## src/rtl/key_capture.sv

```systemverilog
// key_capture: debounces an 8-bit bank of raw key lines, captures the
// lowest-index pressed key as a one-hot code and holds it until the
// consumer acknowledges. A new capture is only possible after every
// debounced key has been released.
module key_capture #(
  parameter int DEBOUNCE_CYCLES = 4
) (
  input  logic       clk,
  input  logic       rst,
  input  logic [7:0] key_in,
  input  logic       ack,
  output logic [7:0] onehot,
  output logic       valid,
  output logic       multi
);

  localparam int CW = $clog2(DEBOUNCE_CYCLES + 1);
  localparam logic [CW-1:0] CNT_MAX  = CW'(DEBOUNCE_CYCLES);
  localparam logic [CW-1:0] CNT_LOAD = CW'(DEBOUNCE_CYCLES - 1);

  typedef enum logic [1:0] {
    IDLE    = 2'd0,
    HOLD    = 2'd1,
    RELEASE = 2'd2
  } state_t;

  logic [7:0]    r_s1;
  logic [7:0]    r_s2;
  logic [7:0]    r_s3;
  logic [7:0]    r_deb;
  logic [CW-1:0] r_cnt;
  state_t        r_state;
  logic [7:0]    r_onehot;
  logic          r_valid;
  logic          r_multi;

  logic          w_change;
  logic [7:0]    w_lowest;
  logic          w_multi;

  // s3 lags s2 by one clock, so any difference means the synchronised
  // input moved on this cycle and the stability window must restart.
  assign w_change = (r_s2 != r_s3);

  // Two's-complement trick isolates the lowest set bit of the debounced
  // vector; clearing that bit leaves something only if two or more keys
  // are down.
  assign w_lowest = r_deb & (~r_deb + 8'd1);
  assign w_multi  = ((r_deb & (r_deb - 8'd1)) != 8'd0);

  // Two-flop synchroniser for the asynchronous key lines plus a history copy.
  always_ff @(posedge clk or posedge rst) begin
    if (rst) begin
      r_s1 <= 8'd0;
      r_s2 <= 8'd0;
      r_s3 <= 8'd0;
    end else begin
      r_s1 <= key_in;
      r_s2 <= r_s1;
      r_s3 <= r_s2;
    end
  end

  // Stability counter and debounced vector: the vector is accepted once
  // the synchronised input has been unchanged for the full window.
  always_ff @(posedge clk or posedge rst) begin
    if (rst) begin
      r_cnt <= '0;
      r_deb <= 8'd0;
    end else begin
      if (w_change) begin
        r_cnt <= '0;
      end else begin
        if (r_cnt != CNT_MAX) begin
          r_cnt <= r_cnt + 1'b1;
        end
        if (r_cnt == CNT_LOAD) begin
          r_deb <= r_s2;
        end
      end
    end
  end

  // Capture FSM: IDLE captures, HOLD presents until ack, RELEASE waits for
  // every debounced key to lift so a held key cannot be captured twice.
  always_ff @(posedge clk or posedge rst) begin
    if (rst) begin
      r_state  <= IDLE;
      r_onehot <= 8'd0;
      r_valid  <= 1'b0;
      r_multi  <= 1'b0;
    end else begin
      case (r_state)
        IDLE: begin
          if (r_deb != 8'd0) begin
            r_onehot <= w_lowest;
            r_valid  <= 1'b1;
            r_multi  <= w_multi;
            r_state  <= HOLD;
          end
        end
        HOLD: begin
          if (ack) begin
            r_onehot <= 8'd0;
            r_valid  <= 1'b0;
            r_multi  <= 1'b0;
            r_state  <= RELEASE;
          end
        end
        RELEASE: begin
          if (r_deb == 8'd0) begin
            r_state <= IDLE;
          end
        end
        default: begin
          r_state  <= IDLE;
          r_onehot <= 8'd0;
          r_valid  <= 1'b0;
          r_multi  <= 1'b0;
        end
      endcase
    end
  end

  assign onehot = r_onehot;
  assign valid  = r_valid;
  assign multi  = r_multi;

endmodule

```

## config.mk

```make
export PLATFORM = sky130hd
export DESIGN_NAME = key_capture
export DESIGN_NICKNAME = d
export VERILOG_FILES = /design/src/rtl/key_capture.sv
export SDC_FILE = /design/constraint.sdc
export NUM_CORES = 1
export LEC_CHECK = 0
export BUFFER_PORTS_ARGS = -buffer_cell sky130_fd_sc_hd__buf_2
export CAP_MARGIN = 30
export CORE_AREA = 10 10 74 83
export DETAILED_ROUTE_END_ITERATION = 10
export DIE_AREA = 0 0 84 93
export PLACE_DENSITY = 0.68
export SLEW_MARGIN = 10
export SYNTH_ARGS = -nofsm -noshare
export SYNTH_HDL_FRONTEND = slang
export SYNTH_SLANG_ARGS = --single-unit
```

## constraint.sdc

```tcl
create_clock -name clk -period 4.9 [get_ports clk]
set_clock_uncertainty 0.1 [all_clocks]
set_input_delay 0.245 -clock clk [delete_from_list [all_inputs] [get_ports clk]]
set_output_delay 0.245 -clock clk [all_outputs]
set_load 0.01 [all_outputs]
```

==> flow_metrics.tcl <==
set metrics [dict create \
    status "completed" \
    num_rows 26 \
    cts-resized-gates 0 \
    synth_cell_types 30 \
    final_util 0.4638 \
    syn-num-nets 138 \
    core-area_mm2 0.004489 \
    cts.sinks 47 \
    dieWidth_um 84 \
    post_cts_buffers 0 \
    drtIter0Drc 33 \
    dr.pass1.iters 4 \
    crit_path_end_kind "flop" \
    path_cells "xor2_1 -> nor4_1 -> nand3_1 -> mux2_2" \
    place_ws_ns 2.881 \
    numCtsBuffers 5 \
    portBuffers 20 \
    synthArstFlopShare 1.000 \
    rsz0062_at_grt "false" \
    grt_max_degree 27 \
    setup_viol_count_final 0 \
    p_per_area_mw_per_mm2 312.1 \
    irDropWorstVdd_uv 195.6 \
    wl_mm 2.816 \
    ys_ff_latch 47 \
    slowest_stage "dfrtp_1" \
    leakage_nw 1.021 \
    cts_buffer_depth 2 \
    clkTransAtPathRegs_ns 0.08 \
    gp_congestion 0.7269 \
    hold_path.class "input pin to flop" \
    ant_nets 0 \
    drive_above_1_share 0.2500 \
    mappedNetlistArea_mm2 0.001735 \
    yosysSeqAreaShare 0.6777 \
    grt_first_pass_wirelength_mm 4.947 \
    final_max_slew_viol_count 0 \
    path_max_fanout 8 \
    start_util 0.3866 \
    required_ns 4.98 \
    antenna_cells 0 \
    clock.fmax_mhz 505.8 \
    drc 0 \
    synthCells 124 \
    cp_top_family "simple AND/OR/NAND/NOR gates" \
    vias 1044 \
    antenna_found_initial 0 \
    clock-root-buffer "clkbuf_8" \
    fin_crit_sh 0.4035 \
    avgSynthCellArea_um2 14.00 \
    finalHoldViolCount 0 \
    track_usage 0.07827 \
    die_h_um 93 \
    drv_cap 0 \
    worst-setup-path-type "flop to flop" \
    cts_tree "built" \
    cp.arrival_ns 2.06 \
    die-area_mm2 0.007812 \
    area_delta_synth_final_pct 19.97 \
    yosys_most_used_dff "dfrtp_1" \
    vias_per_cell 4.833 \
    worst_slack_ns 2.923 \
    fin_nets 173 \
    grt_pass1_vias 1139 \
    io_pins 21 \
    finalPower_uw 649.7 \
    avgRoutedWirePerCell_um 13.04 \
    slowest_delay_ns 0.42 \
    htree_levels 2 \
    path_buf_inv 0 \
    ys_warn_count 0 \
    synth_edf_count 0 \
    worst_pin_slew_ns 0.7472 \
    dp_hpwl_mm 2.107 \
    max_slew_margin 0.4988 \
    min_period_ns 1.977 \
    cp-start-kind "flop" \
    setup_tns_ns 0 \
    ctsHoldBuffers 9 \
    gr-total-overflow 0 \
    insertion_delay_ns 0.29 \
]
-- worst paths after layout --
kind / startpoint / end / slack [ns] / depth (start not counted)
worst max register to register: r_s2[5] / r_deb[2] / 2.92 / 4
worst min register to register: r_s1[3] / r_s2[3] / 0.25 / 0
worst max-delay path: r_s2[5] / r_deb[2] / 2.92 / 4
min in group asynchronous: rst / r_s3[4] / 0.42 / 3
max in group asynchronous: rst / r_s2[0] / 3.56 / 4
worst min-delay path: ack / r_state[1] / 0.12 / 3
-- Yosys cell counts (2+ instances only) --
cell	instances	area share
ha_1	3	0.022
nor2_1	7	0.015
inv_1	7	0.015
a32o_1	6	0.035
dfrtp_1	47	0.68
mux2_2	8	0.052
a21o_1	2	0.0086
nand2_1	6	0.013
a21oi_1	3	0.0086
xor2_1	9	0.045
nor4_1	4	0.014
nor3_1	3	0.0086
nand3_1	2	0.0058
-- metal layers --
metal	wire [µm]	global-route usage	share of wire
met1	1266	0.08229	0.45
met2	1342	0.1292	0.48
met3	153	0.03125	0.054
met4	53	0.04888	0.019
met5	0	0	0
-- power breakdown --
part	internal (mW)	total, mW	switching, mW
Sequential	0.398	0.403	0.00542
Combinational	0.0112	0.0228	0.0117
Clock	0.100	0.224	0.124
-- state kept, by name, summed over array words and instances, names as in the netlist --
| signal | count |
|---|---|
| r_cnt | 3 |
| r_state | 2 |
| r_deb | 8 |
| valid | 1 |
| r_s2 | 8 |
| r_s1 | 8 |
| onehot | 8 |
| r_s3 | 8 |
| multi | 1 |
-- cell type report --
type	count	area (µm²)
fill	406	2407
sequential	47	1176
multi-input combinational	68	524.3
timing repair buffer	30	197.7
tap	56	70.07
clock buffer	5	68.82
inverter	7	26.28
clock inverter	3	18.77
-- cell families (layout without fill, tap and decap cells) --
kind of cell    after synthesis  in the layout  share of synthesized area
flops                        47             47                     0.6777
simple gates                 27             27                    0.08508
compound gates               19             19                    0.08724
xor+xnor                     10             10                    0.05047
buf+inv                       9             45                    0.02019
mux                           8              8                    0.05191
fa+ha+maj                     4              4                    0.02740
-- cells in the final DEF, fill, tap and decap left out, drive strengths merged, types with 2 or more instances in the layout --
cell         count
nor4             5
a21o             2
a32o             6
dfrtp           47
a21oi            3
inv              7
buf             21
nor3             3
mux2             8
clkbuf           5
dlygate4sd3      9
clkinv           3
nand2            6
a22o             2
ha               3
nor2             7
nand3            2
xor2             9
-- tightest hold or removal path: stages --
cell	delay [ns]
buf_2	0.11
nand2_1	0.06
o22ai_1	0.07
-- through the flow --
step / std cells / instance area (µm²) / hold WS [ns]
final: 216 / 2082 / 0.1245
after global routing: 216 / 2082 / 0.1383
after CTS: 216 / 2082 / 0.1121
after detailed placement: 199 / 1904 / 0.2189
after global placement: 199 / 1904 / 0.2005
after floorplan: 124 / 1735 / 0.1764
Power figures use the tool's default switching activity.
